$ cat src/rtl/kbdmk1_pkg.sv
`default_nettype none
// +----------------------------------------------------------------------------+
// | Package     : kbdmk1_pkg                                                   |
// | Description : MK1 keyboard link constants and types shared by both ends.   |
// | Revision    : 1.0 - initial release                                        |
// +----------------------------------------------------------------------------+
package kbdmk1_pkg;

    localparam int MK1_FRAME_BITS  = 128;
    localparam int MK1_MATRIX_BITS = 80;
    localparam int MK1_LED_BITS    = 96;
    localparam int MK1_IDLE_CYCLES = 64;
    localparam int MK1_LED_W       = 24;

    // led1 is received first, so it lands in the most significant word
    localparam int MK1_LED1_LSB = MK1_LED_BITS - 1 * MK1_LED_W;
    localparam int MK1_LED2_LSB = MK1_LED_BITS - 2 * MK1_LED_W;
    localparam int MK1_LED3_LSB = MK1_LED_BITS - 3 * MK1_LED_W;
    localparam int MK1_LED4_LSB = MK1_LED_BITS - 4 * MK1_LED_W;

    typedef enum logic [1:0] {
        ST_IDLE   = 2'd0,
        ST_FRAME  = 2'd1,
        ST_COMMIT = 2'd2
    } kbdmk1_state_e;

    function automatic int mk1_led_lsb(input int led_bits, input int idx);
        return led_bits - (idx + 1) * MK1_LED_W;
    endfunction

endpackage
`default_nettype wire

$ cat src/rtl/kbdmk1_responder_if.sv
`default_nettype none
// +----------------------------------------------------------------------------+
// | Interface   : kbdmk1_responder_if                                          |
// | Description : MK1 serial link wires; host is master, keyboard is slave.    |
// | Revision    : 1.0 - initial release                                        |
// +----------------------------------------------------------------------------+
interface kbdmk1_responder_if;

    logic kb_ck;
    logic kb_do;
    logic kb_di;

    modport master (output kb_ck, output kb_do, input  kb_di);
    modport slave  (input  kb_ck, input  kb_do, output kb_di);

endinterface
`default_nettype wire

$ cat src/rtl/kbdmk1_edge_sync.sv
`default_nettype none
// +----------------------------------------------------------------------------+
// | Module      : kbdmk1_edge_sync                                             |
// | Description : kb_ck/kb_do synchronizers, edge strobes and idle-gap counter.|
// | Revision    : 1.0 - initial release                                        |
// +----------------------------------------------------------------------------+
module kbdmk1_edge_sync
    import kbdmk1_pkg::*;
#(
    parameter int IDLE_CYCLES = MK1_IDLE_CYCLES
) (
    input  logic clk,
    input  logic rst,
    input  logic i_ck,
    input  logic i_do,
    output logic o_rise,
    output logic o_fall,
    output logic o_do,
    output logic o_gap
);

    localparam int              c_GW      = $clog2(IDLE_CYCLES + 1);
    localparam logic [c_GW-1:0] c_GAP_MAX = c_GW'(IDLE_CYCLES);

    logic [2:0]      r_ck_pipe;
    logic [2:0]      r_do_pipe;
    logic            r_rise;
    logic            r_fall;
    logic [c_GW-1:0] r_gap_cnt;

    // The gap counter runs off the last pipe stage so that it still reads
    // saturated in the cycle the registered fall strobe is presented.
    always_ff @(posedge clk) begin
        if (rst) begin
            r_ck_pipe <= 3'b111;
            r_do_pipe <= 3'b000;
            r_rise    <= 1'b0;
            r_fall    <= 1'b0;
            r_gap_cnt <= '0;
        end else begin
            r_ck_pipe <= {r_ck_pipe[1:0], i_ck};
            r_do_pipe <= {r_do_pipe[1:0], i_do};
            r_rise    <= r_ck_pipe[1] & ~r_ck_pipe[2];
            r_fall    <= ~r_ck_pipe[1] & r_ck_pipe[2];
            if (!r_ck_pipe[2]) begin
                r_gap_cnt <= '0;
            end else if (r_gap_cnt != c_GAP_MAX) begin
                r_gap_cnt <= r_gap_cnt + 1'b1;
            end
        end
    end

    assign o_rise = r_rise;
    assign o_fall = r_fall;
    assign o_do   = r_do_pipe[2];
    assign o_gap  = (r_gap_cnt == c_GAP_MAX);

endmodule
`default_nettype wire

$ cat src/rtl/kbdmk1_responder.sv
`default_nettype none
// +----------------------------------------------------------------------------+
// | Module      : kbdmk1_responder                                             |
// | Description : Keyboard end of the MK1 link: key-matrix TX, RGB LED RX.     |
// |               KBDMK1_RESPONDER_STATS_EN adds frame/error counters.         |
// | Revision    : 1.0 - initial release                                        |
// +----------------------------------------------------------------------------+
module kbdmk1_responder
    import kbdmk1_pkg::*;
#(
    parameter int FRAME_BITS  = MK1_FRAME_BITS,
    parameter int MATRIX_BITS = MK1_MATRIX_BITS,
    parameter int LED_BITS    = MK1_LED_BITS,
    parameter int IDLE_CYCLES = MK1_IDLE_CYCLES
) (
    input  logic                 clk,
    input  logic                 reset,
    kbdmk1_responder_if.slave    kb,
    input  logic [6:0]           kbd_scancode,
    input  logic                 kbd_keypress,
    input  logic                 kbd_strobe,
    output logic [MK1_LED_W-1:0] led1_rgb,
    output logic [MK1_LED_W-1:0] led2_rgb,
    output logic [MK1_LED_W-1:0] led3_rgb,
    output logic [MK1_LED_W-1:0] led4_rgb,
    output logic                 frame_done,
    output logic                 frame_error
`ifdef KBDMK1_RESPONDER_STATS_EN
    ,
    output logic [15:0]          frame_count,
    output logic [15:0]          error_count
`endif
);

    localparam int              c_BW       = $clog2(FRAME_BITS + 1);
    localparam logic [c_BW-1:0] c_LED_LIM  = c_BW'(LED_BITS);
    localparam logic [c_BW-1:0] c_LAST_BIT = c_BW'(FRAME_BITS - 1);
    localparam logic [6:0]      c_KEY_LIM  = 7'(MATRIX_BITS);
    localparam int              c_L1       = mk1_led_lsb(LED_BITS, 0);
    localparam int              c_L2       = mk1_led_lsb(LED_BITS, 1);
    localparam int              c_L3       = mk1_led_lsb(LED_BITS, 2);
    localparam int              c_L4       = mk1_led_lsb(LED_BITS, 3);

    logic                   w_rise;
    logic                   w_fall;
    logic                   w_do;
    logic                   w_gap;

    kbdmk1_state_e          r_state;
    logic [c_BW-1:0]        r_bit_cnt;
    logic [MATRIX_BITS-1:0] r_matrix;
    logic [MATRIX_BITS-1:0] r_tx;
    logic [LED_BITS-1:0]    r_led_sr;
    logic [MK1_LED_W-1:0]   r_led1, r_led2, r_led3, r_led4;
    logic                   r_frame_done;
    logic                   r_frame_error;

    kbdmk1_edge_sync #(
        .IDLE_CYCLES (IDLE_CYCLES)
    ) u_edge_sync (
        .clk    (clk),
        .rst    (reset),
        .i_ck   (kb.kb_ck),
        .i_do   (kb.kb_do),
        .o_rise (w_rise),
        .o_fall (w_fall),
        .o_do   (w_do),
        .o_gap  (w_gap)
    );

    // kb_di is always r_tx[0]; shifting in 1s covers the tail past the matrix
    // and an all-ones r_tx is the idle level.
    always_ff @(posedge clk) begin
        if (reset) begin
            r_state       <= ST_IDLE;
            r_bit_cnt     <= '0;
            r_matrix      <= '1;
            r_tx          <= '1;
            r_led_sr      <= '0;
            r_led1        <= '0;
            r_led2        <= '0;
            r_led3        <= '0;
            r_led4        <= '0;
            r_frame_done  <= 1'b0;
            r_frame_error <= 1'b0;
        end else begin
            r_frame_done  <= 1'b0;
            r_frame_error <= 1'b0;
            if (kbd_strobe && (kbd_scancode < c_KEY_LIM)) begin
                r_matrix[kbd_scancode] <= ~kbd_keypress;
            end
            case (r_state)
                ST_IDLE: begin
                    if (w_fall && w_gap) begin
                        r_state   <= ST_FRAME;
                        r_tx      <= r_matrix;
                        r_bit_cnt <= '0;
                    end
                end
                ST_FRAME: begin
                    if (w_gap) begin
                        r_frame_error <= 1'b1;
                        r_tx          <= '1;
                        r_state       <= ST_IDLE;
                    end else if (w_fall) begin
                        r_tx <= {1'b1, r_tx[MATRIX_BITS-1:1]};
                    end else if (w_rise) begin
                        if (r_bit_cnt < c_LED_LIM) begin
                            r_led_sr <= {r_led_sr[LED_BITS-2:0], w_do};
                        end
                        r_bit_cnt <= r_bit_cnt + 1'b1;
                        if (r_bit_cnt == c_LAST_BIT) begin
                            r_state <= ST_COMMIT;
                        end
                    end
                end
                ST_COMMIT: begin
                    r_led1       <= r_led_sr[c_L1 +: MK1_LED_W];
                    r_led2       <= r_led_sr[c_L2 +: MK1_LED_W];
                    r_led3       <= r_led_sr[c_L3 +: MK1_LED_W];
                    r_led4       <= r_led_sr[c_L4 +: MK1_LED_W];
                    r_frame_done <= 1'b1;
                    r_tx         <= '1;
                    r_state      <= ST_IDLE;
                end
                default: begin
                    r_tx    <= '1;
                    r_state <= ST_IDLE;
                end
            endcase
        end
    end

    assign kb.kb_di    = r_tx[0];
    assign led1_rgb    = r_led1;
    assign led2_rgb    = r_led2;
    assign led3_rgb    = r_led3;
    assign led4_rgb    = r_led4;
    assign frame_done  = r_frame_done;
    assign frame_error = r_frame_error;

`ifdef KBDMK1_RESPONDER_STATS_EN
    logic [15:0] r_frame_count;
    logic [15:0] r_error_count;

    always_ff @(posedge clk) begin
        if (reset) begin
            r_frame_count <= '0;
            r_error_count <= '0;
        end else begin
            if (r_frame_done) begin
                r_frame_count <= r_frame_count + 16'd1;
            end
            if (r_frame_error) begin
                r_error_count <= r_error_count + 16'd1;
            end
        end
    end

    assign frame_count = r_frame_count;
    assign error_count = r_error_count;
`endif

endmodule
`default_nettype wire
$ cat src/flat_wrapper.sv
// flat-port wrapper written by rule: the top's interface ports become plain ports
module kbdmk1_responder_flat import kbdmk1_pkg::*;
#(
    parameter int FRAME_BITS  = MK1_FRAME_BITS,
    parameter int MATRIX_BITS = MK1_MATRIX_BITS,
    parameter int LED_BITS    = MK1_LED_BITS,
    parameter int IDLE_CYCLES = MK1_IDLE_CYCLES
)
  (clk, reset, kbd_scancode, kbd_keypress, kbd_strobe, led1_rgb, led2_rgb, led3_rgb, led4_rgb, frame_done, frame_error, kb_kb_ck, kb_kb_do, kb_kb_di);
  kbdmk1_responder_if kb_i ();
  input  logic clk;
  input  logic reset;
  input  logic [6:0] kbd_scancode;
  input  logic kbd_keypress;
  input  logic kbd_strobe;
  output logic [MK1_LED_W-1:0] led1_rgb;
  output logic [MK1_LED_W-1:0] led2_rgb;
  output logic [MK1_LED_W-1:0] led3_rgb;
  output logic [MK1_LED_W-1:0] led4_rgb;
  output logic frame_done;
  output logic frame_error;
  input wire logic [$bits(kb_i.kb_ck)-1:0] kb_kb_ck;
  input wire logic [$bits(kb_i.kb_do)-1:0] kb_kb_do;
  output wire logic [$bits(kb_i.kb_di)-1:0] kb_kb_di;
  assign kb_i.kb_ck = kb_kb_ck;
  assign kb_i.kb_do = kb_kb_do;
  assign kb_kb_di = kb_i.kb_di;
  kbdmk1_responder #(.FRAME_BITS(FRAME_BITS), .MATRIX_BITS(MATRIX_BITS), .LED_BITS(LED_BITS), .IDLE_CYCLES(IDLE_CYCLES)) u_core (.clk(clk), .reset(reset), .kb(kb_i), .kbd_scancode(kbd_scancode), .kbd_keypress(kbd_keypress), .kbd_strobe(kbd_strobe), .led1_rgb(led1_rgb), .led2_rgb(led2_rgb), .led3_rgb(led3_rgb), .led4_rgb(led4_rgb), .frame_done(frame_done), .frame_error(frame_error));
endmodule
$ cat config.mk
export PLATFORM = sky130hd
export DESIGN_NAME = kbdmk1_responder_flat
export DESIGN_NICKNAME = d
export VERILOG_FILES = /design/src/rtl/kbdmk1_pkg.sv /design/src/rtl/kbdmk1_responder_if.sv /design/src/rtl/kbdmk1_edge_sync.sv /design/src/rtl/kbdmk1_responder.sv /design/src/flat_wrapper.sv
export SDC_FILE = /design/constraint.sdc
export NUM_CORES = 1
export LEC_CHECK = 0
export BUFFER_PORTS_ARGS = -buffer_cell sky130_fd_sc_hd__buf_2
export CAP_MARGIN = 30
export CORE_MARGIN = 5
export CORE_UTILIZATION = 62
export CTS_BUF_LIST = sky130_fd_sc_hd__clkbuf_8
export DETAILED_ROUTE_END_ITERATION = 12
export MAX_ROUTING_LAYER = met4
export PLACE_DENSITY = 0.82
export SLEW_MARGIN = 30
export SYNTH_ARGS = -nofsm -noshare
export SYNTH_HDL_FRONTEND = slang
export SYNTH_SLANG_ARGS = --single-unit
$ cat constraint.sdc
create_clock -name clk -period 2.9 [get_ports clk]
set_input_delay 0.29 -clock clk [delete_from_list [all_inputs] [get_ports clk]]
set_output_delay 0.29 -clock clk [all_outputs]
set_load 0.01 [all_outputs]
After elaboration in Yosys (flattened, before gate mapping) --
Cells that the tools add are included.
Storage, ports and cells: output and inout port bits 99, bits of input ports 13, register bits after elaboration 379
Operators by class: reduce and logical (&&, ||, !) cells 11, add/subtract/negate cells 2, multiplexer cells 20, magnitude comparators 4, equal/unequal tests 13, bitwise gates (word level) 8
Operators by type and width (number):
- 2-to-1 mux 80 bit | 3
- one-hot mux 80 bit (2 select lines) | 1
- bitwise mux 80 bit | 1
- 2-to-1 mux 8 bit | 4
- one-hot mux 8 bit (2 select lines) | 1
- 2-to-1 mux 2 bit | 5
- AND reduction 5 bit | 2
- inequality test 3 x 2 -> 1 bit, second input constant | 3
- adder 8 x 1 -> 8 bit, second input constant | 1
- == test 8 x 7 -> 1 bit, second input constant | 1
- less-than comparator 7 x 8 -> 1 bit, second input constant | 1
- less-than comparator 8 x 7 -> 1 bit, second input constant | 1
- adder 7 x 1 -> 7 bit, second input constant | 1
- demux 1 bit (select 7 bit) | 1
- == test 7 bit, second input constant | 1
- greater-or-equal comparator 7 x 1 -> 1 bit, second input constant | 1
- less-than comparator 7 bit, second input constant | 1
- inequality test 7 bit, second input constant | 1
- inequality test 2 bit, second input constant | 3
- inverter 1 bit | 6
- one-hot mux 2 bit (2 select lines) | 1
- AND reduction 4 bit | 1
- OR reduction 2 bit | 2
- logical AND 1 bit | 3
- 9 further kinds | 12

Depth between registers and ports, before layout --
Gate-level depths: netlist of the first run.
depth after elaboration 6, mapped depth 10, depth with buffers taken out 6

Cells and area by module --
From an unflattened synthesis of the first run, not the netlist that was laid out.
Second synthesis, totals: cells, all modules 1503, area total of the unflattened synthesis 14989.4 um^2
By module, submodules not included:
- kbdmk1_responder | times used 1, area an instance 14413.8 um^2, seq. area each 7287.0 um^2, cells an instance 1448
- kbdmk1_edge_sync | times used 1, area an instance 575.6 um^2, seq. area each 300.3 um^2, cells an instance 55

Worst setup path after synthesis of the first run --
Ideal clock, no wire load.
kind reg-to-reg, start register u_core.u_edge_sync.r_gap_cnt[0], end register u_core.r_led_sr[50], clock period less this slack 2.022 ns, setup time 0.072 ns, cell stages (with the launch flop) 11, required time 2.828 ns, path buffers 4, arrival 1.951 ns, setup slack 0.878 ns, path through dfxtp_1 -> inv_1 -> ha_1 -> nand2b_1 -> clkbuf_1 -> o21ai_4 -> a211oi_1 -> buf_2 -> buf_6 -> buf_6 -> mux2i_1
Between the ends: word-level cells in the longest chain between the ends 3
Ends and longest elaborated chain:
- from (decl) | RTL line kbdmk1_edge_sync.sv:29 | logic [c_GW-1:0] r_gap_cnt;
- from (signal assigned) | RTL line kbdmk1_edge_sync.sv:48 | r_gap_cnt <= r_gap_cnt + 1'b1;
- == test 7 bit | RTL line kbdmk1_edge_sync.sv:56 | assign o_gap = (r_gap_cnt == c_GAP_MAX);
- inverter 1 bit (no source line)
- AND reduction 5 bit (no source line)
- to (signal assigned) | RTL line kbdmk1_responder.sv:109 | r_led_sr <= {r_led_sr[LED_BITS-2:0], w_do};
- to (decl) | RTL line kbdmk1_responder.sv:53 | logic [LED_BITS-1:0] r_led_sr;
No other way between the ends. A chain may end at the register's enable or synchronous reset.

Final worst setup path of the first run --
start register u_core.u_edge_sync.r_gap_cnt[0], end register u_core.r_led_sr[12]
Same word-level chain as after synthesis.

==> results of run 1 <==
[per-layer routing]
metal / wire length, um / global-route usage (%) / up-vias
met5: 0 / - / -
met4: 813 / 8.23 / 0
met3: 2180 / 4.27 / 74
met2: 16600 / 42.3 / 414
met1: 14800 / 33.3 / 5834
li1: - / - / 5994
[kinds of logic after synthesis]
family / Yosys count
buffers and inverters: 237
XOR/XNOR: 6
multiplexers: 101
AND/OR/NAND/NOR: 462
adder cells (fa/ha/maj): 3
AO/OA/AOI/OAI: 514
flip-flops: 379
[worst paths after layout]
check                                  startpoint                               to  slack [ps]  cells past startpoint
hold / removal                       kbd_keypress              u_core.r_matrix[36]         150                      2
hold reg to reg   u_core.u_edge_sync.r_ck_pipe[0]  u_core.u_edge_sync.r_ck_pipe[1]         420                      1
setup reg to reg  u_core.u_edge_sync.r_gap_cnt[0]              u_core.r_led_sr[12]         510                      7
setup / recovery  u_core.u_edge_sync.r_gap_cnt[0]              u_core.r_led_sr[12]         510                      7
[flip-flops by register name (all words and copies together) (netlist names), 2 cells and up]
signal and flops:
u_core.u_edge_sync.r_do_pipe 3, u_core.led4_rgb 24, u_core.led1_rgb 24, u_core.led3_rgb 24, u_core.r_bit_cnt 8, u_core.r_state 2, u_core.r_matrix 80, u_core.led2_rgb 24
u_core.r_led_sr 96, u_core.u_edge_sync.r_gap_cnt 7, u_core.r_tx 80, u_core.u_edge_sync.r_ck_pipe 3
[cell usage after synthesis (3+ instances only)]
| master | count |
|---|---|
| a21oi_1 | 184 |
| and3_1 | 4 |
| buf_1 | 18 |
| buf_2 | 15 |
| buf_6 | 5 |
| clkbuf_1 | 112 |
| dfxtp_1 | 379 |
| ha_1 | 3 |
| inv_1 | 83 |
| mux2i_1 | 101 |
| nand2_1 | 304 |
| nand2b_1 | 12 |
| nand3_1 | 13 |
| nand3b_1 | 5 |
| nor2_1 | 89 |
| nor2b_1 | 5 |
| nor3_1 | 4 |
| nor3b_1 | 3 |
| o211ai_1 | 79 |
| o21ai_0 | 158 |
| o311ai_0 | 80 |
| or2_0 | 3 |
| or2_2 | 4 |
| xor2_1 | 4 |
[final cells by class]
cell class | instances | area [um2] | share of cell area (%)
sequential | 379 | 7590 | 45.5
inverter | 85 | 322 | 1.93
timing repair buffer | 139 | 896 | 5.37
clock inverter | 23 | 143 | 0.856
multi-input combinational | 1086 | 6200 | 37.2
tap | 319 | 399 | 2.39
clock buffer | 82 | 1130 | 6.77
[stage by stage]
| step | hold slack (ps) | worst slack, ps | cells | total power [mW] |
|---|---|---|---|---|
| after floorplan | 389 | 878 | 1702 | 5.52 |
| after global placement | 393 | 647 | 2003 | 5.59 |
| after detailed placement | 414 | 519 | 2003 | 5.59 |
| after CTS | 132 | 500 | 2111 | 10.2 |
| after global routing | 177 | 346 | 2113 | 10.5 |
| final | 152 | 513 | 2113 | 10.1 |
[critical path, stage by stage, from the launching register on]
cell	delay (ps)
dfxtp_1	400
inv_1	90
ha_1	210
nand2b_1	330
o21ai_4	160
a211oi_4	580
buf_12	280
mux2i_1	250
[layout by cell type (no fill, tap or decap), types with 3 or more instances in the layout]
cell and n:
dfxtp_1 378, nand2_1 304, a21oi_1 184, o21ai_0 158, buf_2 110, mux2i_1 101
inv_1 95, nor2_1 89, clkbuf_8 82, o311ai_0 80, o211ai_1 79, buf_4 15
nand3_1 13, nand2b_1 11, buf_12 9, clkinv_2 8, nand3b_1 5, or2_2 4
nor2b_1 4, and3_1 4, xor2_1 4, nor3_1 4, or2_0 3, nor3b_1 3
ha_1 3, dlygate4sd3_1 3
[where the power goes]
group / internal, mW / total (mW) / switching, mW
clock network: 2.60 / 4.65 / 2.05
logic: 0.0600 / 0.260 / 0.200
registers: 5.22 / 5.23 / 0.00949
total: 7.88 / 10.1 / 2.26
[what timing repair did]
action / in CTS / in global routing
endpoints found under the setup margin: 0 / 0
hold buffers: 3 / 0
endpoints found under the hold margin: 5 / 0
==> run_results.csv, run 1 <==
group,metric,value,unit
synthesis,synth_xor_area_share,0.358,%
final_layout,final_cell_area,0.0167,mm2
sta,tns,0,ps
synthesis,postSynthAreaPerCell,8.63,um2
final_layout,final_nets,1765,
sta,max-slew-margin-rel,34.5,%
drt,vias,12300,
final_layout,post-route-util,71.2,%
synthesis,synth_top_area_share,51.6,%
critical_path,required,3430,ps
drt,ant_nets,0,
floorplan,coreArea,0.0234,mm2
synthesis,syn_nets,1718,
sta,tightest_slew,979,ps
placement,gp_congestion,0.790,
pwr,p_per_area,608,mW/mm2
synthesis,synth_top_family_by_area,"compound AO/OA/AOI/OAI gates",
synthesis,synth-edff-count,0,
pwr,peakVddDrop,0.474,mV
floorplan,die_w,164,um
global_routing,grt_max_degree,105,
global_routing,grt_use_total,25.9,%
placement,placed_area,0.0153,mm2
sta,final-setup-viol-count,0,
placement,portBuffers,111,
synthesis,synthMuxAreaShare,6.88,%
clock_network,cts_root_buf,"clkbuf_8",
clock_network,cts-resized-gates,0,
floorplan,boundaryPins,112,
synthesis,synth-seq-cells,379,
synthesis,syn_inst,1702,
sta,finClkSkew,20.6,ps
drt,viasPerCell,5.83,
placement,hpwl,19.3,mm
sta,finalCriticalPeriod,2390,ps
synthesis,ys_top_cells_by_area,"dfxtp_1 52%, nand2_1 7.8%, mux2i_1 6.9%",
clock_network,clock_latency,620,ps
drt,wl,34.4,mm
drt,drtPass1Iterations,5,
final_layout,fill_cells,1794,
floorplan,fp-row-count,56,
clock_network,cts_sinks,379,
synthesis,synth_ff_type,"dfxtp_1",
clock_network,clk_path_buf_depth,3,
status,outcome,"complete, no violations",
global_routing,grt_pass1_vias,12000,
critical_path,endpoint_kind,"flip-flop",
clock_network,cts_tree,"done",
final_layout,diodes,0,
clock_network,cts_max_level,2,
floorplan,start_util,62.8,%
critical_path,crit_fanout,23,
sta,fmax,419,MHz
synthesis,synth_top_area_cell,"dfxtp_1",
synthesis,synth-seq-area-share,51.6,%
clock_network,cts_setup_buffers,0,
floorplan,dieArea,0.0269,mm2
global_routing,grt_pass1_wl,57.4,mm
clock_network,numCtsBuffers,58,
drt,drtIter0Drc,1182,
final_layout,drive_gt1_share,13.8,%
sta,grt_setup_unrepaired,"no",
sta,finalCritPeriodShare,82.3,%
global_routing,antenna_found_initial,0,
worst_hold_path,worst_hold_path_type,"primary input to flip-flop",
pwr,p_leak,6.70,nW
sta,hold_viol,0,
synthesis,synth_compound_area_share,21.2,%
job,drv_cap,0,
synthesis,syn_area,0.0147,mm2
critical_path,critPathKind,"flip-flop to flip-flop",
clock_network,path_clk_slew,60,ps
final_layout,area_growth,13.4,%
synthesis,synth_adder_area_share,0.255,%
drt,drc,0,
sta,maxSlewViolCount,0,
drt,wl_per_cell,16.3,um
floorplan,fp.dieH,164,um
synthesis,yosysWarnings,0,
critical_path,crit_arrival,2920,ps
critical_path,start_kind,"flip-flop",
global_routing,grt_overflow,0,
synthesis,async_flop_share,0,%
synthesis,synthSimpleGateAreaFrac,13.2,%
synthesis,ys_types,50,
No activity file was read; power rests on OpenSTA's default activity.
==> inputs of run 2 (changes only) <==
--- a/config.mk
+++ b/config.mk
@@ -8,11 +8,11 @@
 export BUFFER_PORTS_ARGS = -buffer_cell sky130_fd_sc_hd__buf_2
 export CAP_MARGIN = 30
 export CORE_MARGIN = 5
-export CORE_UTILIZATION = 62
+export CORE_UTILIZATION = 56
 export CTS_BUF_LIST = sky130_fd_sc_hd__clkbuf_8
 export DETAILED_ROUTE_END_ITERATION = 12
 export MAX_ROUTING_LAYER = met4
-export PLACE_DENSITY = 0.82
+export PLACE_DENSITY = 0.78
 export SLEW_MARGIN = 30
 export SYNTH_ARGS = -nofsm -noshare
 export SYNTH_HDL_FRONTEND = slang
==> constraint.sdc (replaced) <==
create_clock -name clk -period 2.01 [get_ports clk]
set_input_delay 0.201 -clock clk [delete_from_list [all_inputs] [get_ports clk]]
set_output_delay 0.201 -clock clk [all_outputs]
set_load 0.01 [all_outputs]
==> run 2 against run 1 <==
Effect of this change:
- first-iteration DRC count fell by 17%
- clock power up 38%
- non-clock buffer count grew 43
- sequential power is 44% higher
- hold slack gained 20 ps
- global-route usage is 2.3 points lower
- register-to-register slack got worse by 470 ps
- critical path type unchanged
- largest cell class unchanged
==> run_results.csv, run 2 (synthesis results as in run 1) <==
group,metric,value,unit
status,outcome,"complete, no violations",
floorplan,boundaryPins,112,
pwr,p_per_area,838,mW/mm2
global_routing,grt_max_degree,97,
placement,portBuffers,111,
clock_network,cts_sinks,379,
global_routing,grt_overflow,0,
critical_path,critPathKind,"flip-flop to flip-flop",
final_layout,final_nets,1808,
final_layout,drive_gt1_share,15.4,%
critical_path,ff2ff_path_depth,7,
pwr,intPower,11.1,mW
final_layout,area_growth,16.8,%
pwr,finalPower,14.4,mW
critical_path,start_kind,"flip-flop",
worst_hold_path,hold_end,"u_core.r_matrix[30]",
clock_network,path_clk_slew,70,ps
drt,vias,12400,
final_layout,fill_cells,2065,
final_layout,post-route-util,66.1,%
final_layout,seq_area,0.00759,mm2
sta,finalCritPeriodShare,98.0,%
floorplan,start_util,56.6,%
global_routing,grt_pass1_vias,11900,
pwr,peakVddDrop,0.696,mV
sta,finalCriticalPeriod,1970,ps
pwr,sw_frac_of_total,22.9,%
floorplan,dieArea,0.0296,mm2
clock_network,numCtsBuffers,58,
global_routing,antenna_found_initial,0,
final_layout,largest-register,"u_core.r_led_sr",
placement,hpwl,20.7,mm
drt,wl,34.9,mm
pwr,seqPwrFrac,52.4,%
floorplan,fp.dieH,172,um
worst_hold_path,hp-start,"kbd_scancode[4]",
drt,drtIter0Drc,986,
floorplan,fp-row-count,59,
pwr,p_leak,6.97,nW
job,drv_cap,0,
pwr,p_sw,3.29,mW
critical_path,rr_endpoint,"u_core.r_tx[17]",
final_layout,largest_register_ff_count,96,
sta,maxSlewViolCount,0,
sta,grt_setup_unrepaired,"yes",
worst_hold_path,hold_depth,4,
drt,drtPass1Iterations,5,
worst_hold_path,worst_hold_path_type,"primary input to flip-flop",
final_layout,multi_input_area,0.00621,mm2
pwr,p_comb_share,2.9,%
clock_network,cts_root_buf,"clkbuf_8",
sta,finClkSkew,25.6,ps
clock_network,cts_max_level,2,
drt,drc,0,
final_layout,reg_top3,"u_core.r_led_sr: 96 flops, u_core.r_matrix: 80 flops, u_core.r_tx: 80 flops",
final_layout,layout_commonest_cell,"dfxtp_1",
sta,fmax,508,MHz
sta,max-slew-margin-rel,45.8,%
sta,tightest_slew,813,ps
global_routing,grt_pass1_wl,57.6,mm
clock_network,clock_latency,610,ps
critical_path,reg2reg_from,"u_core.u_edge_sync.r_gap_cnt[4]",
critical_path,required,2480,ps
placement,gp_congestion,0.807,
critical_path,crit_arrival,2440,ps
global_routing,grt_use_total,23.7,%
drt,wl_per_cell,16.0,um
clock_network,clk_path_buf_depth,3,
clock_network,cts_tree,"done",
sta,hold_viol,0,
critical_path,rrSetupSlack,40,ps
sta,final-setup-viol-count,0,
pwr,power_frac_clock,44.8,%
final_layout,final_cell_mix,"378 x dfxtp_1, 304 x nand2_1, 184 x a21oi_1, 158 x o21ai_0, 110 x buf_2",
drt,viasPerCell,5.70,
floorplan,coreArea,0.0260,mm2
drt,ant_nets,0,
final_layout,diodes,0,
critical_path,endpoint_kind,"flip-flop",
critical_path,crit_fanout,7,
floorplan,die_w,172,um
-- run 2: routing by layer --
layer	global-route usage, %	vias up	wire [um]
met5	-	-	0
met2	39.3	360	16800
li1	-	6069	-
met3	3.86	63	1880
met1	29.9	5899	15500
met4	7.04	0	742
-- run 2: worst max path at each step --
| stage | to | cells after the start | slack (ps) | start |
|---|---|---|---|---|
| floorplan | u_core.r_tx[75] | 7 | 10 | u_core.u_edge_sync.r_gap_cnt[2] |
| finish | u_core.r_tx[17] | 7 | 40 | u_core.u_edge_sync.r_gap_cnt[4] |
| global route | u_core.r_tx[17] | 7 | -20 | u_core.u_edge_sync.r_gap_cnt[4] |
| CTS | u_core.r_led_sr[49] | 7 | 4 | u_core.u_edge_sync.r_gap_cnt[1] |
| global placement | u_core.r_led_sr[57] | 7 | -360 | u_core.u_edge_sync.r_gap_cnt[0] |
| detailed placement | u_core.r_tx[4] | 6 | -140 | u_core.u_edge_sync.r_gap_cnt[2] |
-- run 2: what timing repair did --
action | in CTS | in global routing
cloned | 1 | 3
setup endpoints to repair | 104 | 127
pin swaps | 3 | 3
setup buffers | 3 | 3
endpoints found under the hold margin | 4 | 0
hold buffers | 3 | 0
gates resized for setup | 7 | 5
-- run 2: cell type report --
cell class                      count  share of cell area [%]
Tap cell                          335                    2.44
Sequential cell                   379                    44.2
Timing Repair Buffer              182                    8.33
Inverter                           85                    1.87
Clock inverter                     32                    1.07
Multi-Input combinational cell   1086                    36.1
Clock buffer                       74                    5.93
-- run 2: power by group through the flow --
stage,Combinational [mW],Clock (mW),Sequential (mW)
finish,0.411,6.44,7.54
global route,0.449,6.95,7.53
CTS,0.404,6.56,7.54
detailed placement,0.398,0,7.70
global placement,0.389,0,7.70
floorplan,0.256,0,7.70
-- run 2: worst max-delay path, stage by stage (launching register included) --
cell and delay (ps):
dfxtp_1 310, or4b_4 550, buf_6 150, o22a_1 210
o21bai_4 190, buf_6 170, clkbuf_16 160, o211ai_1 90
-- run 2: metrics by stage --
| step | hold WS [ps] | setup slack, ps | setup TNS (ps) | cells | area (um2) |
|---|---|---|---|---|---|
| 6_report | 172 | 40.3 | 0 | 2173 | 17200 |
| 5_1_grt | 195 | -17.0 | -231 | 2173 | 17200 |
| 4_1_cts | 137 | 3.58 | 0 | 2167 | 17100 |
| 3_5_place_dp | 402 | -142 | -8880 | 2054 | 15700 |
| 3_3_place_gp | 395 | -362 | -35620 | 2053 | 15700 |
| 2_1_floorplan | 305 | 13.9 | 0 | 1702 | 14700 |
